## src/rtl/l2_port_arbiter_pkg.sv

```systemverilog
`default_nettype none
// ============================================================================
// Module   : l2_port_arbiter_pkg
// Brief    : Shared types and line-geometry constants for the L2 port arbiter.
// Revision : 1.0  initial release
// ============================================================================
package l2_port_arbiter_pkg;

    localparam int unsigned C_ADDR_W = 12;
    localparam int unsigned C_DATA_W = 128;
    localparam int unsigned C_SEL_W  = 16;

    typedef enum logic [1:0] {
        ST_IDLE    = 2'd0,
        ST_BUSY0   = 2'd1,
        ST_BUSY1   = 2'd2,
        ST_RECOVER = 2'd3
    } arb_state_t;

endpackage
`default_nettype wire

```

## src/rtl/l2_port_arbiter_if.sv

```systemverilog
`default_nettype none
// ============================================================================
// Module   : l2_port_arbiter_if
// Brief    : Single-beat Wishbone line-transfer bundle with master/slave views.
// Revision : 1.0  initial release
// ============================================================================
interface l2_port_arbiter_if
    import l2_port_arbiter_pkg::*;
#(
    parameter int unsigned ADDR_W = C_ADDR_W,
    parameter int unsigned DATA_W = C_DATA_W,
    parameter int unsigned SEL_W  = C_SEL_W
);
    logic              cyc;
    logic              stb;
    logic              we;
    logic [ADDR_W-1:0] adr;
    logic [DATA_W-1:0] dat_m;
    logic [SEL_W-1:0]  sel;
    logic              ack;
    logic [DATA_W-1:0] dat_s;

    modport master (
        output cyc, stb, we, adr, dat_m, sel,
        input  ack, dat_s
    );

    modport slave (
        input  cyc, stb, we, adr, dat_m, sel,
        output ack, dat_s
    );
endinterface
`default_nettype wire

```

## src/rtl/l2_port_arbiter_rr_pick.sv

```systemverilog
`default_nettype none
// ============================================================================
// Module   : l2_port_arbiter_rr_pick
// Brief    : Combinational two-requester round-robin chooser.
// Revision : 1.0  initial release
// ============================================================================
module l2_port_arbiter_rr_pick (
    input  wire logic req0_i,
    input  wire logic req1_i,
    input  wire logic last_grant_i,
    output logic      valid_o,
    output logic      pick_o
);
    assign valid_o = req0_i | req1_i;
    // On a tie the requester that did not win last time takes the port.
    assign pick_o  = (req0_i & req1_i) ? ~last_grant_i : req1_i;
endmodule
`default_nettype wire

```

## src/rtl/l2_port_arbiter.sv

```systemverilog
`default_nettype none
// ============================================================================
// Module   : l2_port_arbiter
// Brief    : Two-master (I$/D$) to one-slave Wishbone line arbiter, RR ties.
// Revision : 1.0  initial release
// ============================================================================
module l2_port_arbiter
    import l2_port_arbiter_pkg::*;
#(
    parameter int unsigned ADDR_W = C_ADDR_W,
    parameter int unsigned DATA_W = C_DATA_W,
    parameter int unsigned SEL_W  = C_SEL_W
)(
    input  wire logic         clk,
    input  wire logic         rst_n,
    l2_port_arbiter_if.slave  m0_if,
    l2_port_arbiter_if.slave  m1_if,
    l2_port_arbiter_if.master s_if
);
    arb_state_t        state_q, state_d;
    logic              last_grant_q, last_grant_d;

    logic              w_valid;
    logic              w_pick;

    logic              w_s_cyc, w_s_stb, w_s_we;
    logic [ADDR_W-1:0] w_s_adr;
    logic [DATA_W-1:0] w_s_dat_m;
    logic [SEL_W-1:0]  w_s_sel;
    logic              w_m0_ack, w_m1_ack;
    logic [DATA_W-1:0] w_m0_dat_s, w_m1_dat_s;

    l2_port_arbiter_rr_pick u_rr_pick (
        .req0_i       (m0_if.cyc & m0_if.stb),
        .req1_i       (m1_if.cyc & m1_if.stb),
        .last_grant_i (last_grant_q),
        .valid_o      (w_valid),
        .pick_o       (w_pick)
    );

    always_ff @(posedge clk or negedge rst_n) begin
        if (!rst_n) begin
            state_q      <= ST_IDLE;
            last_grant_q <= 1'b1;
        end else begin
            state_q      <= state_d;
            last_grant_q <= last_grant_d;
        end
    end

    always_comb begin
        state_d      = state_q;
        last_grant_d = last_grant_q;
        w_s_cyc      = 1'b0;
        w_s_stb      = 1'b0;
        w_s_we       = 1'b0;
        w_s_adr      = '0;
        w_s_dat_m    = '0;
        w_s_sel      = '0;
        w_m0_ack     = 1'b0;
        w_m1_ack     = 1'b0;
        w_m0_dat_s   = '0;
        w_m1_dat_s   = '0;

        case (state_q)
            ST_IDLE: begin
                if (w_valid) begin
                    state_d      = w_pick ? ST_BUSY1 : ST_BUSY0;
                    last_grant_d = w_pick;
                end
            end
            ST_BUSY0: begin
                w_s_cyc    = m0_if.cyc;
                w_s_stb    = m0_if.cyc & m0_if.stb;
                w_s_we     = m0_if.we;
                w_s_adr    = m0_if.adr;
                w_s_dat_m  = m0_if.dat_m;
                w_s_sel    = m0_if.sel;
                w_m0_ack   = s_if.ack;
                w_m0_dat_s = s_if.dat_s;
                if (s_if.ack) begin
                    state_d = ST_RECOVER;
                end else if (!m0_if.cyc) begin
                    state_d = ST_IDLE;
                end
            end
            ST_BUSY1: begin
                w_s_cyc    = m1_if.cyc;
                w_s_stb    = m1_if.cyc & m1_if.stb;
                w_s_we     = m1_if.we;
                w_s_adr    = m1_if.adr;
                w_s_dat_m  = m1_if.dat_m;
                w_s_sel    = m1_if.sel;
                w_m1_ack   = s_if.ack;
                w_m1_dat_s = s_if.dat_s;
                if (s_if.ack) begin
                    state_d = ST_RECOVER;
                end else if (!m1_if.cyc) begin
                    state_d = ST_IDLE;
                end
            end
            // One quiet cycle hides the served master's stale STB.
            ST_RECOVER: begin
                state_d = ST_IDLE;
            end
            default: begin
                state_d = ST_IDLE;
            end
        endcase
    end

    assign s_if.cyc    = w_s_cyc;
    assign s_if.stb    = w_s_stb;
    assign s_if.we     = w_s_we;
    assign s_if.adr    = w_s_adr;
    assign s_if.dat_m  = w_s_dat_m;
    assign s_if.sel    = w_s_sel;
    assign m0_if.ack   = w_m0_ack;
    assign m0_if.dat_s = w_m0_dat_s;
    assign m1_if.ack   = w_m1_ack;
    assign m1_if.dat_s = w_m1_dat_s;
endmodule
`default_nettype wire

```

## src/flat_wrapper.sv

```systemverilog
// flat-port wrapper written by rule: the top's interface ports become plain ports
module l2_port_arbiter_flat import l2_port_arbiter_pkg::*;
#(
    parameter int unsigned ADDR_W = C_ADDR_W,
    parameter int unsigned DATA_W = C_DATA_W,
    parameter int unsigned SEL_W  = C_SEL_W
)
  (clk, rst_n, m0_if_cyc, m0_if_stb, m0_if_we, m0_if_adr, m0_if_dat_m, m0_if_sel, m0_if_ack, m0_if_dat_s, m1_if_cyc, m1_if_stb, m1_if_we, m1_if_adr, m1_if_dat_m, m1_if_sel, m1_if_ack, m1_if_dat_s, s_if_cyc, s_if_stb, s_if_we, s_if_adr, s_if_dat_m, s_if_sel, s_if_ack, s_if_dat_s);
  l2_port_arbiter_if #(.ADDR_W(ADDR_W), .DATA_W(DATA_W), .SEL_W(SEL_W)) m0_if_i ();
  l2_port_arbiter_if #(.ADDR_W(ADDR_W), .DATA_W(DATA_W), .SEL_W(SEL_W)) m1_if_i ();
  l2_port_arbiter_if #(.ADDR_W(ADDR_W), .DATA_W(DATA_W), .SEL_W(SEL_W)) s_if_i ();
  input  wire logic clk;
  input  wire logic rst_n;
  input wire logic [$bits(m0_if_i.cyc)-1:0] m0_if_cyc;
  input wire logic [$bits(m0_if_i.stb)-1:0] m0_if_stb;
  input wire logic [$bits(m0_if_i.we)-1:0] m0_if_we;
  input wire logic [$bits(m0_if_i.adr)-1:0] m0_if_adr;
  input wire logic [$bits(m0_if_i.dat_m)-1:0] m0_if_dat_m;
  input wire logic [$bits(m0_if_i.sel)-1:0] m0_if_sel;
  output wire logic [$bits(m0_if_i.ack)-1:0] m0_if_ack;
  output wire logic [$bits(m0_if_i.dat_s)-1:0] m0_if_dat_s;
  input wire logic [$bits(m1_if_i.cyc)-1:0] m1_if_cyc;
  input wire logic [$bits(m1_if_i.stb)-1:0] m1_if_stb;
  input wire logic [$bits(m1_if_i.we)-1:0] m1_if_we;
  input wire logic [$bits(m1_if_i.adr)-1:0] m1_if_adr;
  input wire logic [$bits(m1_if_i.dat_m)-1:0] m1_if_dat_m;
  input wire logic [$bits(m1_if_i.sel)-1:0] m1_if_sel;
  output wire logic [$bits(m1_if_i.ack)-1:0] m1_if_ack;
  output wire logic [$bits(m1_if_i.dat_s)-1:0] m1_if_dat_s;
  output wire logic [$bits(s_if_i.cyc)-1:0] s_if_cyc;
  output wire logic [$bits(s_if_i.stb)-1:0] s_if_stb;
  output wire logic [$bits(s_if_i.we)-1:0] s_if_we;
  output wire logic [$bits(s_if_i.adr)-1:0] s_if_adr;
  output wire logic [$bits(s_if_i.dat_m)-1:0] s_if_dat_m;
  output wire logic [$bits(s_if_i.sel)-1:0] s_if_sel;
  input wire logic [$bits(s_if_i.ack)-1:0] s_if_ack;
  input wire logic [$bits(s_if_i.dat_s)-1:0] s_if_dat_s;
  assign m0_if_i.cyc = m0_if_cyc;
  assign m0_if_i.stb = m0_if_stb;
  assign m0_if_i.we = m0_if_we;
  assign m0_if_i.adr = m0_if_adr;
  assign m0_if_i.dat_m = m0_if_dat_m;
  assign m0_if_i.sel = m0_if_sel;
  assign m0_if_ack = m0_if_i.ack;
  assign m0_if_dat_s = m0_if_i.dat_s;
  assign m1_if_i.cyc = m1_if_cyc;
  assign m1_if_i.stb = m1_if_stb;
  assign m1_if_i.we = m1_if_we;
  assign m1_if_i.adr = m1_if_adr;
  assign m1_if_i.dat_m = m1_if_dat_m;
  assign m1_if_i.sel = m1_if_sel;
  assign m1_if_ack = m1_if_i.ack;
  assign m1_if_dat_s = m1_if_i.dat_s;
  assign s_if_cyc = s_if_i.cyc;
  assign s_if_stb = s_if_i.stb;
  assign s_if_we = s_if_i.we;
  assign s_if_adr = s_if_i.adr;
  assign s_if_dat_m = s_if_i.dat_m;
  assign s_if_sel = s_if_i.sel;
  assign s_if_i.ack = s_if_ack;
  assign s_if_i.dat_s = s_if_dat_s;
  l2_port_arbiter #(.ADDR_W(ADDR_W), .DATA_W(DATA_W), .SEL_W(SEL_W)) u_core (.clk(clk), .rst_n(rst_n), .m0_if(m0_if_i), .m1_if(m1_if_i), .s_if(s_if_i));
endmodule
```

## config.mk

```make
export PLATFORM = sky130hd
export DESIGN_NAME = l2_port_arbiter_flat
export DESIGN_NICKNAME = d
export VERILOG_FILES = /design/src/rtl/l2_port_arbiter_pkg.sv /design/src/rtl/l2_port_arbiter_if.sv /design/src/rtl/l2_port_arbiter_rr_pick.sv /design/src/rtl/l2_port_arbiter.sv /design/src/flat_wrapper.sv
export SDC_FILE = /design/constraint.sdc
export NUM_CORES = 1
export LEC_CHECK = 0
export CORE_AREA = 2 2 340 342
export CTS_CLUSTER_SIZE = 25
export DETAILED_ROUTE_END_ITERATION = 10
export DIE_AREA = 0 0 342 344
export PLACE_DENSITY = 0.3
export SLEW_MARGIN = 20
export SYNTH_ARGS = -nofsm -noshare
export SYNTH_HDL_FRONTEND = slang
export SYNTH_SLANG_ARGS = --single-unit
```

## constraint.sdc

```tcl
create_clock -name clk -period 2.5 [get_ports clk]
set_clock_uncertainty 0.2 [all_clocks]
set_input_delay 0.625 -clock clk [delete_from_list [all_inputs] [get_ports clk]]
set_output_delay 0.625 -clock clk [all_outputs]
set_load 0.01 [all_outputs]
```

# After elaboration in Yosys (flattened, before gate mapping)
# Index checks and enable logic that the tools add are counted.
[totals]
ff_bits = 3
inputBits = 449
out_inout_bits = 417
elab_cells = 34
[classes]
eq_ne = 6
mux = 18
bitwise_logic = 5
reduce_logical = 3
[ops]
columns = ["cell", "n"]
rows = [
  ["2-to-1 mux 128 bit", 2],
  ["case mux 128 bit (2 select lines)", 1],
  ["case mux 16 bit (2 select lines)", 1],
  ["case mux 12 bit (2 select lines)", 1],
  ["2-to-1 mux 2 bit", 6],
  ["case mux 2 bit (4 select lines)", 1],
  ["inequality test 3 bit (second input constant)", 2],
  ["case mux 1 bit (2 select lines)", 3],
  ["equality test 2 bit (second input constant)", 2],
  ["AND 1 bit", 3],
  ["2-to-1 mux 1 bit", 3],
  ["AND reduction 3 bit", 1],
  ["equality test 2 x 1 -> 1 bit (second input constant)", 1],
  ["zero test 2 bit", 1],
  ["inequality test 2 bit (second input constant)", 1],
  ["AND reduction 2 bit", 1],
  ["inverter 1 bit", 1],
  ["bitwise OR 1 bit", 1],
]

# Logic depth before layout (Yosys ltp)
# Gate-level depths: netlist of run 1.
[logic_depth]
ltp_word = 6
depth_mapped = 7
ltp_nobuf = 5

# Cells and area by module
# Synthesis of run 1 repeated with hierarchy kept, for this count alone.
[unflattened]
cells_unflattened = 682
area_unflattened_um2 = 4475.5
[modules_own_cells]
columns = ["module", "n_inst", "cells_each", "area_each_um2", "seq_area_each_um2"]
rows = [
  ["l2_port_arbiter", 1, 680, 4461.8, 76.3],
  ["l2_port_arbiter_rr_pick", 1, 2, 13.8, 0.0],
]

# Least setup slack after synthesis of run 1
# Ideal clock, no wire load.
[synth_timing]
path_type = "flip-flop to output port"
start = "register u_core.state_q[0]"
end = "output port s_if_adr[10]"
t_arrival_ns = 1.362
required_time_ns = 1.675
path_slack_ns = 0.313
path_stages_with_launch = 8
path_buffers = 3
cell_sequence = "dfrtp_1 -> inv_1 -> ha_1 -> buf_6 -> buf_6 -> buf_2 -> a22oi_1 -> nor2b_1"
[synth_between]
elab_chain_len = 2
word_cells_on_any_way = 3
classes_between = "eq/ne (2); mux (1)"
[synth_rtl]
columns = ["element", "line", "rtl"]
rows = [
  ["start, declared", "l2_port_arbiter.sv:20", "arb_state_t state_q, state_d;"],
  ["start signal, assigned", "l2_port_arbiter.sv:46", "state_q <= state_d;"],
  ["equality test 2 bit or equality test 2 x 1 -> 1 bit (tied branches)", "l2_port_arbiter.sv:65", "case (state_q)"],
  ["case mux 12 bit (2 select lines) *", "l2_port_arbiter.sv:65", ""],
  ["end, declared", "flat_wrapper.sv:33", "output wire logic [$bits(s_if_i.adr)-1:0] s_if_adr;"],
]
# Mark *: on every way between the ends. The rest lies on a longest branch, timed or not.

# Final worst setup path of run 1
[layout_timing]
start = "register u_core.state_q[0]"
end = "output port s_if_dat_m[23]"
[layout_between]
elab_chain_len = 2
word_cells_on_any_way = 3
classes_between = "eq/ne (2); mux (1)"
[layout_rtl]
columns = ["element", "line", "rtl"]
rows = [
  ["equality test 2 bit or equality test 2 x 1 -> 1 bit (tied branches)", "l2_port_arbiter.sv:65", ""],
  ["case mux 128 bit (2 select lines) *", "l2_port_arbiter.sv:65", ""],
  ["end, declared", "flat_wrapper.sv:34", "output wire logic [$bits(s_if_i.dat_m)-1:0] s_if_dat_m;"],
]
# Marks and branches as above.

==> qor.yml, run 1 <==
grt:
  grt_pass1_vias: 10500
  met2_usage_pct: 24.9
  track_usage_pct: 14.1
  grt_pass1_wl_mm: 110
  use_met3_pct: 4.92
  grt_max_degree: 35
  met1_usage_pct: 17.4
  overflow: 0
  top_usage_layer: "met2"
  antenna_found_initial: 35
sta:
  whs_ns: 0.351
  fin_ws_ns: -0.458
  fin_crit_ns: 2.96
  hold_violations: 0
  grt_setup_unrepaired: "true"
  max-slew-margin-rel_pct: 72.2
  setup_viol: 381
  finalMaxSlewViolations: 0
  worstMarginPinSlew_ns: 0.417
  finalCritPeriodShare_pct: 118
  max_freq_mhz: 338
floorplanning:
  start_util_pct: 3.99
  die_area_sq_um: 118000
  pin_count: 866
  die_x_um: 342
  core_area_sq_um: 114000
  rows: 124
  die_h_um: 344
synthesis:
  yosysUniqueCellTypes: 24
  ys_ff_latch: 3
  synth.cell_area_sq_um: 4550
  yosys_warnings: 0
  syn_inst: 683
  ys_seq_area_share_pct: 1.68
  syn_nets: 1138
  syn_area_per_cell_sq_um: 6.66
critical_path:
  endpoint_kind: "output port"
  cp.required_ns: 1.67
  path_max_fanout: 7
  crit_arrival_ns: 2.13
  start_kind: "register"
  path_class: "reg2out"
power_and_ir_drop:
  clkPwrFrac_pct: 1.2
  switching_share_pct: 45.0
  seq_power_share_pct: 0.5
  max-vdd-ir-drop_v: 0.000333
  leakage_nw: 8.51
  comb_power_share_pct: 98.3
  power_density_nw_per_um2: 1080
  power.switching_mw: 9.59
  power_mw: 21.3
  internal_power_mw: 11.7
placed_design:
  place_inst: 3144
  place_hpwl_mm: 73.9
  dp_slack_ns: -0.782
  portBuffers: 865
  globalplace.congestion: 0.854
clocking:
  cts_tree: "done"
  path_clk_slew_ns: 0.03
  cts_sinks: 3
  clockRootBuffer: "clkbuf_16"
  cts_htree_levels: 1
  cts_buffers: 3
  clockBufferDepth: 2
  clock_latency_ns: 0.22
final_layout:
  utilization_pct: 17.4
  nNetsFinal: 2249
  area_growth_pct: 335
  drive_above_1_share_pct: 54.8
  stdcell_count: 3311
routing:
  drt-initial-drc-count: 395
  wl_per_cell_um: 28.6
  viasPerCell: 3.07
  vias: 10200
  drt_pass1_iterations: 4
  antenna_left: 0
  drc: 0
  drt_wl_total_mm: 94.7
min_path:
  hold_path.class: "reg2reg"
flow_run:
  max-cap-violations: 0
status:
  run_status: "finished, violations left"
  violations: "negative setup slack"
-- placed cells by master, fill, tap and decap left out, drive strengths merged --
cell / synthesis / final
nand4: 1 / 1
clkbuf: 31 / 95
and3: 1 / 1
a41oi: 1 / 1
o211ai: 1 / 1
ha: 6 / 6
dfrtp: 2 / 2
nand3b: 1 / 1
bufbuf: 0 / 1
clkdlybuf4s15: 0 / 3
a21oi: 1 / 1
dfstp: 1 / 1
inv: 3 / 3
mux2: 2 / 2
dlymetal6s2s: 0 / 27
nand3: 1 / 1
a22oi: 160 / 160
a32oi: 1 / 1
o2bb2ai: 1 / 1
buf: 50 / 614
o21ai: 1 / 1
diode: 0 / 6
dlygate4sd2: 0 / 2
clkdlybuf4s50: 0 / 449
nor2b: 159 / 159
and2: 259 / 259
-- flip-flops by register name, indices dropped and copies added (netlist names) --
register	count
u_core.last_grant_q	1
u_core.state_q	2
-- worst paths after layout --
path                       slack (ns)                       startpoint                         endpoint  depth (start not counted)
max                             -0.46    u_core.state_q[0]$_DFFE_PN0P_                   s_if_dat_m[23]                         11
min                              0.35  u_core.last_grant_q$_DFFE_PN1P_  u_core.last_grant_q$_DFFE_PN1P_                          2
max reg2reg                      0.04    u_core.state_q[0]$_DFFE_PN0P_    u_core.state_q[1]$_DFFE_PN0P_                         13
min reg2reg                      0.35  u_core.last_grant_q$_DFFE_PN1P_  u_core.last_grant_q$_DFFE_PN1P_                          2
max in group asynchronous        1.49                            rst_n  u_core.last_grant_q$_DFFE_PN1P_                          1
min in group asynchronous        0.39                            rst_n    u_core.state_q[1]$_DFFE_PN0P_                          1
-- cell type report --
class	instances	area, sq um
fillers	12900	94100
repair buffers	1187	12500
multi-input cells	596	5170
well taps	1512	1890
clock buffers	4	78.8
flip-flops and latches	3	76.3
diodes	6	15.0
inverters	3	13.8
-- critical path, cell delays in order (launching register included) --
cell and delay (ns):
dfrtp_1 0.39, buf_6 0.13, ha_4 0.18, buf_12 0.13, buf_12 0.13, buf_16 0.14, buf_12 0.14, buf_8 0.13
buf_6 0.11, a22oi_2 0.20, nor2b_4 0.07, buf_6 0.13
-- cells by family (layout without fill, tap and decap cells) --
kind of cell,after synthesis,count (layout),share of synthesized area [%]
AO/OA/AOI/OAI,166,166,27.7
adder cells (fa/ha/maj),6,6,1.65
buffers and inverters,84,1194,10.2
flip-flops,3,3,1.68
multiplexers,2,2,0.660
other,0,6,0
AND/OR/NAND/NOR,422,422,58.0
-- power by group through the flow --
stage,clock network (mW),logic (mW),registers (mW)
3_5_place_dp,0,15.2,0.103
3_3_place_gp,0,15.3,0.103
6_report,0.252,21.0,0.100
5_1_grt,0.261,22.2,0.104
2_1_floorplan,0,5.10,0.0959
4_1_cts,0.257,18.5,0.102
-- through the flow --
step / cell area (sq um) / TNS [ns]
detailed placement: 16800 / -108.58
CTS: 17900 / -147.20
floorplan: 4550 / 0
global placement: 16800 / -115.34
global route: 19700 / -116.69
finish: 19800 / -87.89
-- synth_stat cells --
cell type	number	area (sq um)
and2_1	259	1620
nor2b_1	159	995
a22oi_1	158	1190
buf_2	33	165
clkbuf_2	21	105
buf_4	12	90.1
clkbuf_1	10	37.5
ha_1	6	75.1
buf_6	5	56.3
inv_1	3	11.3
a22oi_2	2	25.0
dfrtp_1	2	50.1
mux2_4	2	30.0
a21oi_1	1	5.00
a32oi_1	1	8.76
a41oi_1	1	8.76
and3_1	1	6.26
dfstp_2	1	26.3
nand3_1	1	5.00
nand3b_1	1	7.51
nand4_1	1	6.26
o211ai_1	1	7.51
o21ai_0	1	5.00
o2bb2ai_2	1	15.0
-- routing by layer --
metal	vias up	routed length [um]
met5	-	194
met4	32	822
met3	75	8230
met2	534	46900
met1	4971	38600
li1	4552	-
-- timing repair --
item	CTS	global route
hold buffers	0	0
resized for setup	592	817
pin swaps	15	82
gates cloned	21	23
buffers inserted	48	90
setup endpoints to repair	417	419
Power figures use the tool's default switching activity.
==> inputs of run 2 (changes only) <==
--- a/config.mk
+++ b/config.mk
@@ -5,7 +5,9 @@
 export SDC_FILE = /design/constraint.sdc
 export NUM_CORES = 1
 export LEC_CHECK = 0
+export ABC_CLOCK_PERIOD_IN_PS = 2500
 export CORE_AREA = 2 2 340 342
+export CTS_BUF_LIST = sky130_fd_sc_hd__clkbuf_8
 export CTS_CLUSTER_SIZE = 25
 export DETAILED_ROUTE_END_ITERATION = 10
 export DIE_AREA = 0 0 342 344
==> qor.yml, run 2 (synthesis results as in run 1) <==
floorplanning:
  core_area_sq_um: 114000  # unchanged
  rows: 124  # unchanged
  start_util_pct: 3.99  # unchanged
  die_x_um: 342  # unchanged
  die_h_um: 344  # unchanged
  die_area_sq_um: 118000  # unchanged
  pin_count: 866  # unchanged
grt:
  grt_pass1_vias: 11100  # +5.9%
  overflow: 0  # unchanged
  track_usage_pct: 15.0  # +0.88 points
  grt_max_degree: 31  # -11%
  antenna_found_initial: 35  # unchanged
  grt_pass1_wl_mm: 117  # +5.9%
placed_design:
  globalplace.congestion: 0.854  # unchanged
  place_hpwl_mm: 73.9  # unchanged
  portBuffers: 865  # unchanged
  dpl-instance-area_sq_um: 16800  # unchanged
critical_path:
  path_max_fanout: 6  # -1
  start_kind: "register"
  cp_slowest_stage_delay_ns: 0.40  # about the same
  cp.required_ns: 1.67  # about the same
  cpMaxStageDelayCell: "dfrtp_1"
  path_class: "reg2out"
  endpoint_kind: "output port"
  worstPathCellList: "buf_6 > ha_4 > buf_4 > buf_12 > buf_16 > buf_4 > a22oi_2 > buf_6 > nor2b_2 > buf_2"
  crit_arrival_ns: 2.09  # -0.04 ns
sta:
  worstMarginPinSlew_ns: 0.353  # -0.0635 ns
  setup_viol: 395  # +3.7%
  max-slew-margin-rel_pct: 76.5  # +4.2 points
  fin_crit_ns: 2.92  # -0.0383 ns
  hold_violations: 0  # unchanged
  finalMaxSlewViolations: 0  # unchanged
  max_freq_mhz: 342  # +1.3%
  fin_ws_ns: -0.420  # +0.0383 ns
  grt_setup_unrepaired: "true"
  finalCritPeriodShare_pct: 117  # -1.5 points
  fin_tns_setup_ns: -78.14  # +9.75 ns
final_layout:
  area_growth_pct: 402
  num-fill-cells: 12600  # -2.5%
  final_cell_mix: "445 x clkdlybuf4s50_1, 354 x buf_6, 220 x and2_4"
  fin_area_sq_um: 22800  # +15%
  final_common_cell: "clkdlybuf4s50_1"
  largest_register_ffs: 2  # unchanged
  drive_above_1_share_pct: 69.8  # +15 points
  utilization_pct: 20.0  # +2.7 points
  biggestRegsByFlops: "u_core.state_q (2), u_core.last_grant_q (1)"
  regMostFlops: "u_core.state_q"
  nNetsFinal: 2329  # +3.6%
routing:
  drt_pass1_iterations: 4  # unchanged
  drc: 0  # unchanged
  viasPerCell: 3.11  # +1.2%
  vias: 10500  # +3.7%
  drt-initial-drc-count: 380  # -3.8%
  drt_wl_total_mm: 96.9  # +2.3%
  antenna_left: 0  # unchanged
  wl_per_cell_um: 28.6  # -0.11%
power_and_ir_drop:
  max-vdd-ir-drop_v: 0.000415  # +25%
  power_density_nw_per_um2: 1140  # +5.2%
  power_mw: 25.9  # +21%
  leakage_nw: 9.42  # +11%
clocking:
  clockBufferDepth: 2  # unchanged
  path_clk_slew_ns: 0.03  # about the same
  cts_htree_levels: 1  # unchanged
  cts_sinks: 3  # unchanged
  clock_latency_ns: 0.22  # about the same
  clockRootBuffer: "clkbuf_8"
  cts_tree: "done"
  cts_buffers: 3  # unchanged
flow_run:
  max-cap-violations: 0  # unchanged
status:
  run_status: "finished, violations left"
  violations: "negative setup slack"
min_path:
  hold_path.class: "reg2reg"
==> run 2: cell types whose count changed in the layout (fill, tap and decap cells not counted), moves of 32 or more <==
cell | before | now
and2_4 | 64 | 220
and2_1 | 195 | 39
buf_2 | 113 | 71
buf_8 | 17 | 49
buf_6 | 130 | 354
buf_4 | 221 | 146
clkbuf_2 | 72 | 8
nor2b_1 | 84 | 48
nor2b_4 | 33 | 66
==> run 2: final timing paths <==
kind                       slack (ns)                               to  cells past startpoint                       startpoint
setup reg to reg                 0.20    u_core.state_q[1]$_DFFE_PN0P_                     11    u_core.state_q[1]$_DFFE_PN0P_
max in group asynchronous        1.48  u_core.last_grant_q$_DFFE_PN1P_                      1                            rst_n
hold reg to reg                  0.35  u_core.last_grant_q$_DFFE_PN1P_                      2  u_core.last_grant_q$_DFFE_PN1P_
hold / removal                   0.35  u_core.last_grant_q$_DFFE_PN1P_                      2  u_core.last_grant_q$_DFFE_PN1P_
min in group asynchronous        0.40    u_core.state_q[1]$_DFFE_PN0P_                      1                            rst_n
setup / recovery                -0.42                  s_if_dat_m[109]                     10    u_core.state_q[0]$_DFFE_PN0P_
==> run 2: final cells by class <==
cell class / count / area, sq um / share of cell area (%)
Tap cell: 1512 / 1890 / 8.29
Inverter: 3 / 11.3 / 0.0494
Timing Repair Buffer: 1267 / 14800 / 65.1
Clock inverter: 1 / 3.75 / 0.0165
Multi-Input combinational cell: 596 / 5930 / 26.0
Sequential cell: 3 / 76.3 / 0.335
Clock buffer: 3 / 41.3 / 0.181
Antenna cell: 6 / 15.0 / 0.0658
==> run 2: repair_timing <==
action	in CTS	in global routing
gates resized for setup	1653	658
cloned	46	15
hold buffers	0	0
pin swaps	127	92
endpoints found under the setup margin	417	418
buffers inserted	142	90
==> run 2: metrics by stage <==
| stage | setup WS (ns) | instances | hold slack, ns |
|---|---|---|---|
| 2_1_floorplan | 0.313 | 683 | 0.129 |
| 3_3_place_gp | -0.790 | 3144 | 0.340 |
| 3_5_place_dp | -0.782 | 3144 | 0.342 |
| 4_1_cts | -0.563 | 3324 | 0.353 |
| 5_1_grt | -0.485 | 3386 | 0.361 |
| 6_report | -0.420 | 3391 | 0.350 |
==> run 2: per-layer routing <==
metal  global-route usage, %  vias to the layer above  share of wire, %
met5                       0                        -              0.20
met4                   0.905                       32              0.84
met3                    5.09                       78               9.2
met2                    27.0                      552                50
met1                    18.0                     5146                40
li1                        -                     4729                 -
==> run 2: worst max-delay path: cells and delay by family (launching register included) <==
family          cells  cell delay (ns)
flops               1             0.40
simple gates        1             0.05
compound gates      1             0.19
fa+ha+maj           1             0.21
buf+inv             7             1.00
==> run 2: where the power goes <==
group | switching (mW) | internal, mW | total [mW]
logic | 10.6 | 15.1 | 25.7
registers | 0.0230 | 0.0783 | 0.101
clock network | 0.0322 | 0.105 | 0.137
total | 10.6 | 15.3 | 25.9
